## src/rtl/bcd_adder8_pkg.sv

```systemverilog
// rtl/bcd_adder8_pkg.sv - shared display codes, FSM encoding and BCD digit limit
package bcd_adder8_pkg;
   localparam logic [2:0] SHOWA     = 3'd0;
   localparam logic [2:0] SHOWB     = 3'd1;
   localparam logic [2:0] SHOWCIN   = 3'd2;
   localparam logic [2:0] SHOWRSLT  = 3'd3;
   localparam logic [2:0] SHOWBLNKS = 3'd5;
   localparam logic [2:0] SHOWERR   = 3'd6;

   localparam logic [2:0] ST_ENT_A   = 3'd0;
   localparam logic [2:0] ST_ENT_B   = 3'd1;
   localparam logic [2:0] ST_ENT_CIN = 3'd2;
   localparam logic [2:0] ST_CALC    = 3'd3;
   localparam logic [2:0] ST_RSLT_S  = 3'd4;
   localparam logic [2:0] ST_ERR     = 3'd5;

   localparam logic [3:0] BCD_MAX = 4'd9;

   function automatic logic bcd_ok(input logic [7:0] v);
      return (v[7:4] <= BCD_MAX) && (v[3:0] <= BCD_MAX);
   endfunction
endpackage

```

## src/rtl/bcd_adder8_ctl_if.sv

```systemverilog
// rtl/bcd_adder8_ctl_if.sv - operand/result bundle between controller and external BCD adder
interface bcd_adder8_ctl_if;
   logic [7:0] op_a;
   logic [7:0] op_b;
   logic       op_cin;
   logic [7:0] add_sum;
   logic       add_cout;

   modport master (output op_a, output op_b, output op_cin, input add_sum, input add_cout);
   modport slave  (input op_a, input op_b, input op_cin, output add_sum, output add_cout);
endinterface

```

## src/rtl/bcd_adder8_ctl_key_pulse.sv

```systemverilog
// rtl/bcd_adder8_ctl_key_pulse.sv - 2-flop key synchronizer with falling-edge pulse
module key_pulse (
   input  logic clk,
   input  logic reset,
   input  logic key_n,
   output logic pulse
);
   logic sync1_q, sync1_d;
   logic sync2_q, sync2_d;
   logic prev_q, prev_d;

   always_comb begin
      sync1_d = key_n;
      sync2_d = sync1_q;
      prev_d  = sync2_q;
   end

   // Reset to released so a key already low at reset exit still yields one edge.
   always_ff @(posedge clk) begin
      if (reset) begin
         sync1_q <= 1'b1;
         sync2_q <= 1'b1;
         prev_q  <= 1'b1;
      end else begin
         sync1_q <= sync1_d;
         sync2_q <= sync2_d;
         prev_q  <= prev_d;
      end
   end

   assign pulse = prev_q & ~sync2_q;
endmodule

```

## src/rtl/bcd_adder8_ctl.sv

```systemverilog
// rtl/bcd_adder8_ctl.sv - operand entry FSM, result register and display select for the BCD adder
module bcd_adder8_ctl
   import bcd_adder8_pkg::*;
#(
   parameter int BLINK_CYCLES = 25_000_000
) (
   input  logic                     clk,
   input  logic                     reset,
   input  logic [9:0]               SW,
   input  logic                     key_enter_n,
   input  logic                     key_clear_n,
   bcd_adder8_ctl_if.master         add_if,
   output logic [11:0]              RSLT,
   output logic [2:0]               out_mux_sel
);
   localparam int CW = (BLINK_CYCLES > 2) ? $clog2(BLINK_CYCLES) : 1;
   localparam logic [CW-1:0] CNT_MAX = CW'(BLINK_CYCLES - 1);

   logic enter_p, clear_p;
   logic unused_sw;
   assign unused_sw = ^SW[9:8];

   key_pulse u_enter (.clk(clk), .reset(reset), .key_n(key_enter_n), .pulse(enter_p));
   key_pulse u_clear (.clk(clk), .reset(reset), .key_n(key_clear_n), .pulse(clear_p));

   logic [2:0]    state_q, state_d;
   logic [7:0]    op_a_q, op_a_d;
   logic [7:0]    op_b_q, op_b_d;
   logic          op_cin_q, op_cin_d;
   logic [11:0]   rslt_q, rslt_d;
   logic [CW-1:0] blink_cnt_q, blink_cnt_d;
   logic          blink_err_q, blink_err_d;

   always_comb begin
      state_d  = state_q;
      op_a_d   = op_a_q;
      op_b_d   = op_b_q;
      op_cin_d = op_cin_q;
      rslt_d   = rslt_q;
      if (clear_p) begin
         state_d  = ST_ENT_A;
         op_a_d   = 8'h00;
         op_b_d   = 8'h00;
         op_cin_d = 1'b0;
         rslt_d   = 12'h000;
      end else begin
         case (state_q)
            ST_ENT_A:
               if (enter_p) begin
                  if (bcd_ok(SW[7:0])) begin
                     op_a_d  = SW[7:0];
                     state_d = ST_ENT_B;
                  end else begin
                     state_d = ST_ERR;
                  end
               end
            ST_ENT_B:
               if (enter_p) begin
                  if (bcd_ok(SW[7:0])) begin
                     op_b_d  = SW[7:0];
                     state_d = ST_ENT_CIN;
                  end else begin
                     state_d = ST_ERR;
                  end
               end
            ST_ENT_CIN:
               if (enter_p) begin
                  op_cin_d = SW[0];
                  state_d  = ST_CALC;
               end
            ST_CALC: begin
               rslt_d  = {3'b000, add_if.add_cout, add_if.add_sum};
               state_d = ST_RSLT_S;
            end
            ST_RSLT_S, ST_ERR:
               if (enter_p) state_d = ST_ENT_A;
            default: state_d = ST_ENT_A;
         endcase
      end
   end

   // Outside ERR the counter is parked at zero/SHOWERR, so ERR entry always starts a fresh phase.
   always_comb begin
      blink_cnt_d = '0;
      blink_err_d = 1'b1;
      if (state_q == ST_ERR) begin
         if (blink_cnt_q == CNT_MAX) begin
            blink_cnt_d = '0;
            blink_err_d = ~blink_err_q;
         end else begin
            blink_cnt_d = blink_cnt_q + CW'(1);
            blink_err_d = blink_err_q;
         end
      end
   end

   always_ff @(posedge clk) begin
      if (reset) begin
         state_q     <= ST_ENT_A;
         op_a_q      <= 8'h00;
         op_b_q      <= 8'h00;
         op_cin_q    <= 1'b0;
         rslt_q      <= 12'h000;
         blink_cnt_q <= '0;
         blink_err_q <= 1'b1;
      end else begin
         state_q     <= state_d;
         op_a_q      <= op_a_d;
         op_b_q      <= op_b_d;
         op_cin_q    <= op_cin_d;
         rslt_q      <= rslt_d;
         blink_cnt_q <= blink_cnt_d;
         blink_err_q <= blink_err_d;
      end
   end

   always_comb begin
      out_mux_sel = SHOWA;
      case (state_q)
         ST_ENT_A:   out_mux_sel = SHOWA;
         ST_ENT_B:   out_mux_sel = SHOWB;
         ST_ENT_CIN: out_mux_sel = SHOWCIN;
         ST_CALC:    out_mux_sel = SHOWBLNKS;
         ST_RSLT_S:  out_mux_sel = SHOWRSLT;
         ST_ERR:     out_mux_sel = blink_err_q ? SHOWERR : SHOWBLNKS;
         default:    out_mux_sel = SHOWA;
      endcase
   end

   assign add_if.op_a   = op_a_q;
   assign add_if.op_b   = op_b_q;
   assign add_if.op_cin = op_cin_q;
   assign RSLT          = rslt_q;
endmodule

```

## src/flat_wrapper.sv

```systemverilog
// flat-port wrapper written by rule: the top's interface ports become plain ports
module bcd_adder8_ctl_flat import bcd_adder8_pkg::*;
#(
   parameter int BLINK_CYCLES = 25_000_000
)
  (clk, reset, SW, key_enter_n, key_clear_n, RSLT, out_mux_sel, add_if_op_a, add_if_op_b, add_if_op_cin, add_if_add_sum, add_if_add_cout);
  bcd_adder8_ctl_if add_if_i ();
  input  logic clk;
  input  logic reset;
  input  logic [9:0] SW;
  input  logic key_enter_n;
  input  logic key_clear_n;
  output logic [11:0] RSLT;
  output logic [2:0] out_mux_sel;
  output wire logic [$bits(add_if_i.op_a)-1:0] add_if_op_a;
  output wire logic [$bits(add_if_i.op_b)-1:0] add_if_op_b;
  output wire logic [$bits(add_if_i.op_cin)-1:0] add_if_op_cin;
  input wire logic [$bits(add_if_i.add_sum)-1:0] add_if_add_sum;
  input wire logic [$bits(add_if_i.add_cout)-1:0] add_if_add_cout;
  assign add_if_op_a = add_if_i.op_a;
  assign add_if_op_b = add_if_i.op_b;
  assign add_if_op_cin = add_if_i.op_cin;
  assign add_if_i.add_sum = add_if_add_sum;
  assign add_if_i.add_cout = add_if_add_cout;
  bcd_adder8_ctl #(.BLINK_CYCLES(BLINK_CYCLES)) u_core (.clk(clk), .reset(reset), .SW(SW), .key_enter_n(key_enter_n), .key_clear_n(key_clear_n), .add_if(add_if_i), .RSLT(RSLT), .out_mux_sel(out_mux_sel));
endmodule
```

## config.mk

```make
export PLATFORM = sky130hd
export DESIGN_NAME = bcd_adder8_ctl_flat
export DESIGN_NICKNAME = d
export VERILOG_FILES = /design/src/rtl/bcd_adder8_pkg.sv /design/src/rtl/bcd_adder8_ctl_if.sv /design/src/rtl/bcd_adder8_ctl_key_pulse.sv /design/src/rtl/bcd_adder8_ctl.sv /design/src/flat_wrapper.sv
export SDC_FILE = /design/constraint.sdc
export NUM_CORES = 1
export LEC_CHECK = 0
export CAP_MARGIN = 20
export CORE_MARGIN = 4
export CORE_UTILIZATION = 48
export CTS_BUF_LIST = sky130_fd_sc_hd__clkbuf_4
export DETAILED_ROUTE_END_ITERATION = 8
export PLACE_DENSITY = 0.76
export SLEW_MARGIN = 15
export SYNTH_ARGS = -nofsm -noshare
export SYNTH_HDL_FRONTEND = slang
export SYNTH_SLANG_ARGS = --single-unit
```

## constraint.sdc

```tcl
create_clock -name clk -period 3.3 [get_ports clk]
set_input_delay 0.33 -clock clk [delete_from_list [all_inputs] [get_ports clk]]
set_output_delay 0.33 -clock clk [all_outputs]
set_load 0.02 [all_outputs]
```

# [Word level (Yosys, flattened, before mapping)]
# Index checks and enable logic that the tools add are counted.
# Widths: inputs -> output; s select.
[word_totals] n_memories=0 latchBits=0 ff_bits=61 ram_bits=0 inputBits=23 romBits=0
[classes] div_mod_pow=0 order_cmp=2 n_reduce_logical=10 eq_ne=10 bitwise_logic=6 shift=0 n_mux=9 multipliers=0 n_addsub=1
[ops] operator="$pmux 3 s5" n=2
[ops] operator="$add 25x1->25 const B" n=1
[ops] operator="$eq 25x25->1 const B" n=1
[ops] operator="$mux 3" n=6
[ops] operator="$le 4x4->1 const B" n=2
[ops] operator="$ne 2x1->1 const B" n=4
[ops] operator="$eq 3x2->1 const B" n=2
[ops] operator="$eq 3x3->1 const B" n=2
[ops] operator="$reduce_and 3->1" n=2
[ops] operator="$reduce_or 2->1" n=3
[ops] operator="$not 1->1" n=4
[ops] operator="$reduce_and 4->1" n=1
[ops] operator="$eq 3x1->1 const B" n=1
[ops] operator="$logic_not 3->1" n=1
[ops] operator="$reduce_or 3->1" n=1
[ops] operator="$and 1x1->1" n=2
[ops] operator="$mux 2" n=1
[ops] operator="$reduce_and 2->1" n=1
[ops] operator="$logic_and 1x1->1" n=1

# [Logic depth before layout (Yosys ltp)]
# Gate-level depths: netlist of run 1.
[logic_depth] depth_word=5 ltp_mapped=7 mapped_depth_nobuf=5

# [Hierarchy]
# Synthesis of run 1 repeated with hierarchy kept, for this count alone.
[hier_totals] cells_unflattened=288 area_unflattened_um2=2549.9
[modules_own_cells] module="bcd_adder8_ctl" area_each_um2=2379.8 instances=1 cells_per_inst=274
[modules_own_cells] module="key_pulse" area_each_um2=85.1 instances=2 cells_per_inst=7

# [Worst setup path before layout of run 1]
# No wires, ideal clock.
[synth_timing] path_type="register to register" start="reg u_core.blink_cnt_q[0]" end="reg u_core.blink_cnt_q[22]" arrival_time_ns=1.563 path_buffers=1 path_stages_with_launch=7 t_required_ns=3.230 path_slack_ns=1.667 period_less_slack_ns=1.633 path_cell_list="dfxtp_1 > ha_1 > and4_1 > buf_4 > nand4_4 > or4_1 > a21oi_1"
[synth_between] elab_chain_cells=2
[synth_lines] item="start: declaration" line_no="bcd_adder8_ctl.sv:31" rtl="logic [CW-1:0] blink_cnt_q, blink_cnt_d;"
[synth_lines] item="start signal: assignment" line_no="bcd_adder8_ctl.sv:112" rtl="blink_cnt_q <= blink_cnt_d;"
[synth_lines] item="branches (longest 2 deep; another with $add 25x1->25)"
# Several ways; the timed one is not identified.
# A chain may end at the register's enable or synchronous reset.

# [Worst setup path after layout of run 1]
[layout_timing] start="reg u_core.state_q[2]" end="out out_mux_sel[1]"
[layout_between] elab_chain_cells=2
[layout_lines] item="start: declaration" line_no="bcd_adder8_ctl.sv:26" rtl="logic [2:0] state_q, state_d;"
[layout_lines] item="start signal: assignment" line_no="bcd_adder8_ctl.sv:107" rtl="state_q <= state_d;"
[layout_lines] item="$eq 3x3->1 (tied with other cells)" line_no="bcd_adder8_ctl.sv:119" rtl="case (state_q)"
[layout_lines] item="$pmux 3 s5 (*)" line_no="bcd_adder8_ctl.sv:119"
[layout_lines] item="end: declaration" line_no="flat_wrapper.sv:14" rtl="output logic [2:0] out_mux_sel;"
# Mark *: on every way between the ends. The rest lies on a longest branch, timed or not.

==> results of run 1 <==
## cells in the mapped netlist, types with 2 or more instances
| master | count |
|---|---|
| xnor2_1 | 3 |
| and4_1 | 7 |
| buf_2 | 4 |
| clkbuf_1 | 3 |
| buf_4 | 5 |
| xor2_1 | 12 |
| or3_1 | 7 |
| nor2_1 | 45 |
| or2_2 | 6 |
| dfxtp_1 | 61 |
| and2_1 | 2 |
| nand2_1 | 13 |
| mux2i_1 | 25 |
| a21oi_1 | 13 |
| nand3_1 | 6 |
| nand4_1 | 11 |
| o21ai_0 | 12 |
| o31ai_1 | 4 |
| inv_1 | 5 |
| or4_1 | 4 |
## metrics by stage
step	power, W	hold slack [ns]	cell area [µm²]	instances	utilization
6_report	0.00125	0.422	3150	392	0.616
5_1_grt	0.00131	0.436	3150	392	0.616
4_1_cts	0.00128	0.428	3150	392	0.616
3_5_place_dp	0.000832	0.400	3030	376	0.593
3_3_place_gp	0.000831	0.393	3030	376	0.593
2_1_floorplan	0.000795	0.389	2520	269	-
## worst register-to-register path, cell delays in order, from the launching register on
cell     delay, ns
dfxtp_1       0.39
nor4b_1       0.54
nand4_1       0.61
mux2i_1       0.34
nor2_1        0.05
## layer usage
| layer | track usage | share of wire | wire length [µm] | up-vias |
|---|---|---|---|---|
| met5 | 0 | 0 | 0 | - |
| met4 | 0.0980 | 0.024 | 120 | 0 |
| met3 | 0.0471 | 0.058 | 297 | 12 |
| met2 | 0.287 | 0.47 | 2390 | 47 |
| met1 | 0.201 | 0.45 | 2290 | 946 |
| li1 | - | - | - | 1032 |
## power by group through the flow
stage / clock [W] / combinational (W) / sequential [W]
after global routing: 0.000493 / 0.0000748 / 0.000747
after floorplan: 0 / 0.0000316 / 0.000763
after detailed placement: 0 / 0.0000695 / 0.000762
after global placement: 0 / 0.0000689 / 0.000762
after CTS: 0.000460 / 0.0000699 / 0.000745
final: 0.000440 / 0.0000693 / 0.000745
## logic make-up after synthesis
kind of cell / after synthesis / synth area share
simple gates: 114 / 0.247
compound gates: 32 / 0.0706
buf+inv: 18 / 0.0393
fa+ha+maj: 1 / 0.00497
other cells: 1 / 0.00149
xor+xnor: 15 / 0.0522
flops: 61 / 0.485
mux: 25 / 0.0994
## cell type report
type | count | area (µm²)
multi-input combinational | 190 | 1200
tap | 70 | 87.6
fill | 476 | 1960
sequential | 61 | 1220
inverter | 5 | 18.8
timing repair buffer | 50 | 498
clock buffer | 10 | 75.1
clock inverter | 6 | 40.0
## final timing paths
check,from,endpoint,slack [ns]
worst max-delay path,u_core.state_q[2]$_SDFFE_PP0P_,out_mux_sel[1],1.03
worst max register to register,u_core.state_q[2]$_SDFFE_PP0P_,u_core.add_if.op_b[4]$_SDFFE_PP0P_,1.24
worst min-delay path,u_core.u_clear.sync1_q$_SDFF_PP1_,u_core.u_clear.prev_d$_SDFF_PP1_,0.42
worst min register to register,u_core.u_clear.sync1_q$_SDFF_PP1_,u_core.u_clear.prev_d$_SDFF_PP1_,0.42
## placed cells by master, fill, tap and decap left out, drive strengths merged
master         Yosys  routed
a21o               1       1
a21oi             13      13
a31oi              1       1
and2               2       2
and3               1       1
and4               7       7
and4b              1       1
buf               10       1
clkbuf             3      10
clkdlybuf4s50      0      49
clkinv             0       2
clkinvlp           0       4
conb               1       3
dfxtp             61      61
ha                 1       1
inv                5       5
mux2i             25      25
nand2             13      13
nand2b             1       1
nand3              7       7
nand3b             1       1
nand4             13      13
nor2              45      45
nor2b              1       1
nor3               1       1
nor3b              1       1
nor4b              1       1
nor4bb             1       1
o21ai             13      13
o31ai              4       4
or2                6       6
or3                7       7
or3b               1       1
or4                4       4
xnor2              3       3
xor2              12      12
## sequential cells by signal, indices dropped and copies added (netlist names)
name and count:
u_core.RSLT 9, u_core.add_if.op_a 8, u_core.add_if.op_b 8, u_core.add_if.op_cin 1, u_core.blink_cnt_q 25, u_core.blink_err_q 1
u_core.state_q 3, u_core.u_clear.prev_d 1, u_core.u_clear.prev_q 1, u_core.u_clear.sync1_q 1, u_core.u_enter.prev_d 1, u_core.u_enter.prev_q 1
u_core.u_enter.sync1_q 1
==> metrics.md, run 1 <==
| Metric | Value |
|---|---|
| Status | `finished, final reports clean` |
| Buf/Inv on CP | `1` |
| Critical path's top delay family | `buffers and inverters` |
| Initial DRC count | `126` |
| Sequential element share of the synthesized area | `0.485` |
| Depth of the CTS H-tree | `3` |
| Maximum vdd ir drop | `0.228 mV` |
| Worst hold path class | `reg -> reg` |
| Crit-path slowest cell | `clkdlybuf4s50_1` |
| Global routing usage summed across all routing layers | `0.173` |
| Via count of the routed design | `2037` |
| Area growth from synthesis to final layout | `25.0%` |
| Ports | `55` |
| Max Transition Viols Final | `0` |
| Fraction of layout instances using a drive strength above 1 | `0.0870` |
| Number of standard-cell rows in the floorplan | `26` |
| Antenna Violating Nets Remaining | `0` |
| Syn avg cell area | `9.43 µm²` |
| Leakage power of the design | `1.24 nW` |
| Worst setup skew after layout | `0.00961 ns` |
| Internal Power | `0.000938 W` |
| Switching part of the total power | `0.253` |
| Clock share of power | `0.351` |
| Async S/R FF share, synth | `0` |
| Highest attainable clock frequency | `440 MHz` |
| Worst Path Required | `2.97 ns` |
| Critical path's largest stage delay | `0.64 ns` |
| Vias per std cell | `5.20` |
| Fin nets | `341` |
| Total negative slack for setup checks | `0 ns` |
| Share of total power in sequential cells | `0.594` |
| Final estimated routing congestion in global placement | `0.732` |
| Die Footprint | `6470 µm²` |
| Congestion Overflow GR | `0` |
| Number of buffers inserted to repair setup after CTS | `0` |
| Synth Register Bits | `61` |
| Pin count of the biggest net entering global routing | `30` |
| Port buffer count | `49` |
| Max-cap violations | `0` |
| Setup Crit Path Kind | `reg -> out` |
| Power share of the combinational group | `0.055` |
| Number of buffers inserted by hold repair at cts | `0` |
| Clock slew seen by the registers of the worst setup and hold paths | `0.10 ns` |
| Number of unique standard cell types used by synthesis | `39` |
| Clock insertion delay at the later pin of the skew report | `0.40 ns` |
| Number of cells produced by synthesis | `267` |
| Sink count of the clock tree | `61` |
| Overall routed net length | `5100 µm` |
| Chip width | `80.4 µm` |
| Most frequently used flop master after synthesis | `dfxtp_1` |
| Number of cells on the worst reg-to-reg path | `4` |
| Via count of the first global-routing pass | `1969` |
| Total power per unit cell area | `399 nW/µm²` |
| Ordered cell list for the critical path | `nor2b_1 -> nand2_1 -> o21ai_0 -> clkdlybuf4s50_1` |
| Worst Tran Pin Value | `0.886 ns` |
| RSZ-0062 raised after global routing | `false` |
| Ant. Diodes | `0` |
| Data arrival at the endpoint of the critical path | `1.94 ns` |
| Number of detailed-route iterations in the first pass | `4` |
| Area leader, netlist | `dfxtp_1` |
| Resized cells post-CTS | `0` |
| Net switching power of the design | `0.000317 W` |
| Clock buffer count from CTS | `9` |
| Chip Height | `80.4 µm` |
| DR DRC count | `0` |
| Period utilization | `0.689` |
| Critical path depth | `4` |
| Worst-case headroom to the max-slew limit | `0.409` |
| Wire length of the first global-routing pass | `8670 µm` |
| Tmin final | `2.27 ns` |
| Largest cells by area after synthesis | `dfxtp_1 (49%), mux2i_1 (9.9%), nor2_1 (6.7%)` |
| Top-area cell type share of the netlist area | `0.485` |
| Clock tree from TritonCTS | `done` |
| Routed WL per cell | `13.0 µm` |
| Post-Synthesis Cell Area | `2520 µm²` |
| Number of endpoints with negative hold slack in the final report | `0` |
| Final setup violating endpoints | `0` |
| Root buffer cell | `clkbuf_4` |
| Number of cells on the worst hold path | `1` |
| Number of synthesized flops with an enable pin | `0` |
| Initial core utilization | `0.493` |
| Kind of start point of the critical path | `flip-flop` |
| Buffer depth of the longest clock path | `2` |
| Worst slack after detailed placement | `0.891 ns` |
| Capturing element type of the critical path | `output port` |
| HPWL after detailed placement | `3570 µm` |
| Worst path setup slack after routing | `1.03 ns` |
| Total of warnings raised by yosys | `0` |
| Antenna violations before repair | `0` |
| Standard cell core area | `5110 µm²` |
| Critical path fanouts, max | `8` |
Note: power is estimated with default switching activity, not from simulation.
==> inputs of run 2 (changes only) <==
--- a/config.mk
+++ b/config.mk
@@ -7,10 +7,10 @@
 export LEC_CHECK = 0
 export CAP_MARGIN = 20
 export CORE_MARGIN = 4
-export CORE_UTILIZATION = 48
+export CORE_UTILIZATION = 47
 export CTS_BUF_LIST = sky130_fd_sc_hd__clkbuf_4
 export DETAILED_ROUTE_END_ITERATION = 8
-export PLACE_DENSITY = 0.76
+export PLACE_DENSITY = 0.78
 export SLEW_MARGIN = 15
 export SYNTH_ARGS = -nofsm -noshare
 export SYNTH_HDL_FRONTEND = slang
==> constraint.sdc (replaced) <==
create_clock -name clk -period 2 [get_ports clk]
set_input_delay 0.2 -clock clk [delete_from_list [all_inputs] [get_ports clk]]
set_output_delay 0.2 -clock clk [all_outputs]
set_load 0.02 [all_outputs]
==> run 2 against run 1 <==
Clock power increased by 81%. Clock skew increased by 0.011 ns. Die area increased by 1.9%. Via count decreased by 0.49%. Largest power group unchanged. Cell area increased by 2.7%. Hold slack got worse by 0.038 ns. Critical path type unchanged. Largest cell class unchanged. Global-route usage decreased by 0.69 points. Sequential cell count unchanged.
==> metrics.md, run 2 (same netlist as run 1, synthesis figures left out) <==
| Metric | Value |
|---|---|
| Via count of the routed design | `2027 (-0.49%)` |
| Ports | `55 (unchanged)` |
| Period utilization | `0.940` |
| Layer with the highest usage after global routing | `met2` |
| Number of buffers inserted by hold repair at cts | `0 (unchanged)` |
| Met2 track utilization from global routing | `0.269 (-0.0180)` |
| Slack of the worst reg-to-reg path | `0.15 ns (-1.09 ns)` |
| Most common cell after layout, fill and taps aside | `dfxtp_1` |
| Max Transition Viols Final | `0 (unchanged)` |
| Total power draw | `0.00215 W (+71%)` |
| Clock slew seen by the registers of the worst setup and hold paths | `0.10 ns (about the same)` |
| Wire length of the first global-routing pass | `8380 µm (-3.4%)` |
| Root buffer cell | `clkbuf_4` |
| Die Footprint | `6590 µm² (+1.9%)` |
| Chip width | `81.2 µm (+0.95%)` |
| Number of detailed-route iterations in the first pass | `4 (unchanged)` |
| Highest attainable clock frequency | `532 MHz` |
| RSZ-0062 raised after global routing | `false` |
| Worst hold path class | `in -> reg` |
| Global routing usage summed across all routing layers | `0.167 (-0.00685)` |
| Initial core utilization | `0.490 (-0.00312)` |
| Clock insertion delay at the later pin of the skew report | `0.40 ns (about the same)` |
| Start point of the worst hold path | `key_enter_n` |
| Worst path setup slack after routing | `0.121 ns (-0.907 ns)` |
| Chip Height | `81.2 µm (+0.95%)` |
| Standard cell core area | `5140 µm² (+0.64%)` |
| Overall routed net length | `5160 µm (+1.2%)` |
| Vias per std cell | `5.08 (-2.2%)` |
| Endpoint with the worst hold slack | `u_core.u_enter.sync1_q$_SDFF_PP1_` |
| HPWL after detailed placement | `3660 µm (+2.5%)` |
| Critical register-to-register path endpoint | `u_core.add_if.op_a[6]$_SDFFE_PP0P_` |
| Number of buffers inserted to repair setup after CTS | `0 (unchanged)` |
| Via count of the first global-routing pass | `1899 (-3.6%)` |
| Depth of the CTS H-tree | `3 (unchanged)` |
| CP startpoint | `u_core.state_q[2]$_SDFFE_PP0P_` |
| Total power per unit cell area | `664 nW/µm² (+66%)` |
| Data arrival at the endpoint of the critical path | `1.68 ns (-0.26 ns)` |
| Kind of start point of the critical path | `flip-flop` |
| Critical path fanouts, max | `8 (unchanged)` |
| Commonest non-fill, non-tap cells in the layout | `dfxtp_1 (61), clkdlybuf4s50_1 (46), nor2_1 (45), mux2i_1 (25)` |
| Setup Crit Path Kind | `reg -> out` |
| Routed WL per cell | `12.9 µm (-0.58%)` |
| Ant. Diodes | `0 (unchanged)` |
| Worst setup skew after layout | `0.0208 ns (+0.0112 ns)` |
| Worst Tran Pin Value | `0.639 ns (-0.247 ns)` |
| Reg area | `1220 µm² (unchanged)` |
| Pin count of the biggest net entering global routing | `30 (unchanged)` |
| Congestion Overflow GR | `0 (unchanged)` |
| Status | `finished, final reports clean` |
| Initial DRC count | `100 (-21%)` |
| Area growth from synthesis to final layout | `28.4%` |
| Clock tree from TritonCTS | `done` |
| Max-cap violations | `0 (unchanged)` |
| Worst Path Required | `1.80 ns (-1.17 ns)` |
| Max FFs per register | `25 (unchanged)` |
| Capturing element type of the critical path | `output port` |
| Area of the multi-input gates | `1200 µm² (unchanged)` |
| Clock buffer count from CTS | `9 (unchanged)` |
| Number of standard-cell rows in the floorplan | `26 (unchanged)` |
| Leakage power of the design | `1.33 nW (+7.6%)` |
| DR DRC count | `0 (unchanged)` |
| Sink count of the clock tree | `61 (unchanged)` |
| Final estimated routing congestion in global placement | `0.744 (+1.5%)` |
| Antenna violations before repair | `0 (unchanged)` |
| Worst-case headroom to the max-slew limit | `0.573 (+0.164)` |
| Maximum vdd ir drop | `0.342 mV (+50%)` |
| Critical R2R Launch | `u_core.state_q[2]$_SDFFE_PP0P_` |
| Fraction of layout instances using a drive strength above 1 | `0.103 (+0.0164)` |
| Tmin final | `1.88 ns` |
| Count of fill cells added during filler insertion | `479 (+0.63%)` |
| Fin nets | `350 (+2.6%)` |
| Total negative slack for setup checks | `0 ns (unchanged)` |
| Antenna Violating Nets Remaining | `0 (unchanged)` |
| Port buffer count | `49 (unchanged)` |
| Worst hold-check slack | `0.385 ns (-0.0376 ns)` |
| Final setup violating endpoints | `0 (unchanged)` |
| GR Layer Usage met1 | `0.195 (-0.00538)` |
| Register with the most flip-flops | `u_core.blink_cnt_q` |
| Buffer depth of the longest clock path | `2 (unchanged)` |
| Number of endpoints with negative hold slack in the final report | `0 (unchanged)` |
| Number of cells on the worst hold path | `2 (+1)` |
| Met3 Usage GRT | `0.0466 (-0.000522)` |
| Worst slack after detailed placement | `0.178 ns (-0.714 ns)` |
| Number of cells on the worst reg-to-reg path | `4 (unchanged)` |
[run 2: report_power, final]
group	total (W)	leakage (nW)	internal (W)	switching, W
Clock	0.000798	0.0702	0.000391	0.000407
Combinational	0.000118	0.766	0.0000632	0.0000553
Sequential	0.00123	0.493	0.00122	0.00000608
Total	0.00215	1.33	0.00168	0.000469
[run 2: worst max path at each step]
stage                                               to  depth (start not counted)  slack, ns
floorplan            u_core.blink_cnt_q[22]$_SDFF_PP0_                          6       0.37
global placement    u_core.add_if.op_a[4]$_SDFFE_PP0P_                          6       0.23
detailed placement  u_core.add_if.op_a[6]$_SDFFE_PP0P_                          4       0.18
CTS                                     out_mux_sel[2]                          3       0.05
global route                            out_mux_sel[0]                          4       0.01
finish                                  out_mux_sel[0]                          4       0.12
[run 2: layout make-up]
| cell class | count | area share |
|---|---|---|
| repair buffers | 59 | 0.179 |
| inverters | 5 | 0.00581 |
| multi-input cells | 190 | 0.373 |
| clock inverters | 3 | 0.0120 |
| well taps | 70 | 0.0271 |
| clock buffers | 11 | 0.0256 |
| flip-flops and latches | 61 | 0.378 |
[run 2: per-layer routing]
| layer | part of all wire | routed length [µm] |
|---|---|---|
| met5 | 0 | 0 |
| met4 | 0.023 | 119 |
| met3 | 0.051 | 263 |
| met2 | 0.45 | 2330 |
| met1 | 0.47 | 2440 |
[run 2: critical path, cell delays in order, from the launching register on]
cell and delay [ns]:
dfxtp_1 0.46, nor2b_1 0.28, nand2_1 0.08, o21ai_0 0.08, dlygate4sd2_1 0.37
[run 2: stage by stage]
step | utilization | cell area, µm² | cells
floorplan | - | 2520 | 269
finish | 0.629 | 3230 | 399
detailed placement | 0.605 | 3110 | 385
global route | 0.629 | 3230 | 399
CTS | 0.628 | 3230 | 399
global placement | 0.605 | 3110 | 385
[run 2: what timing repair did]
action,4_1_cts,5_1_grt
hold endpoints to repair,0,0
setup endpoints to repair,2,1
pin swaps,0,0
resized for setup,2,1
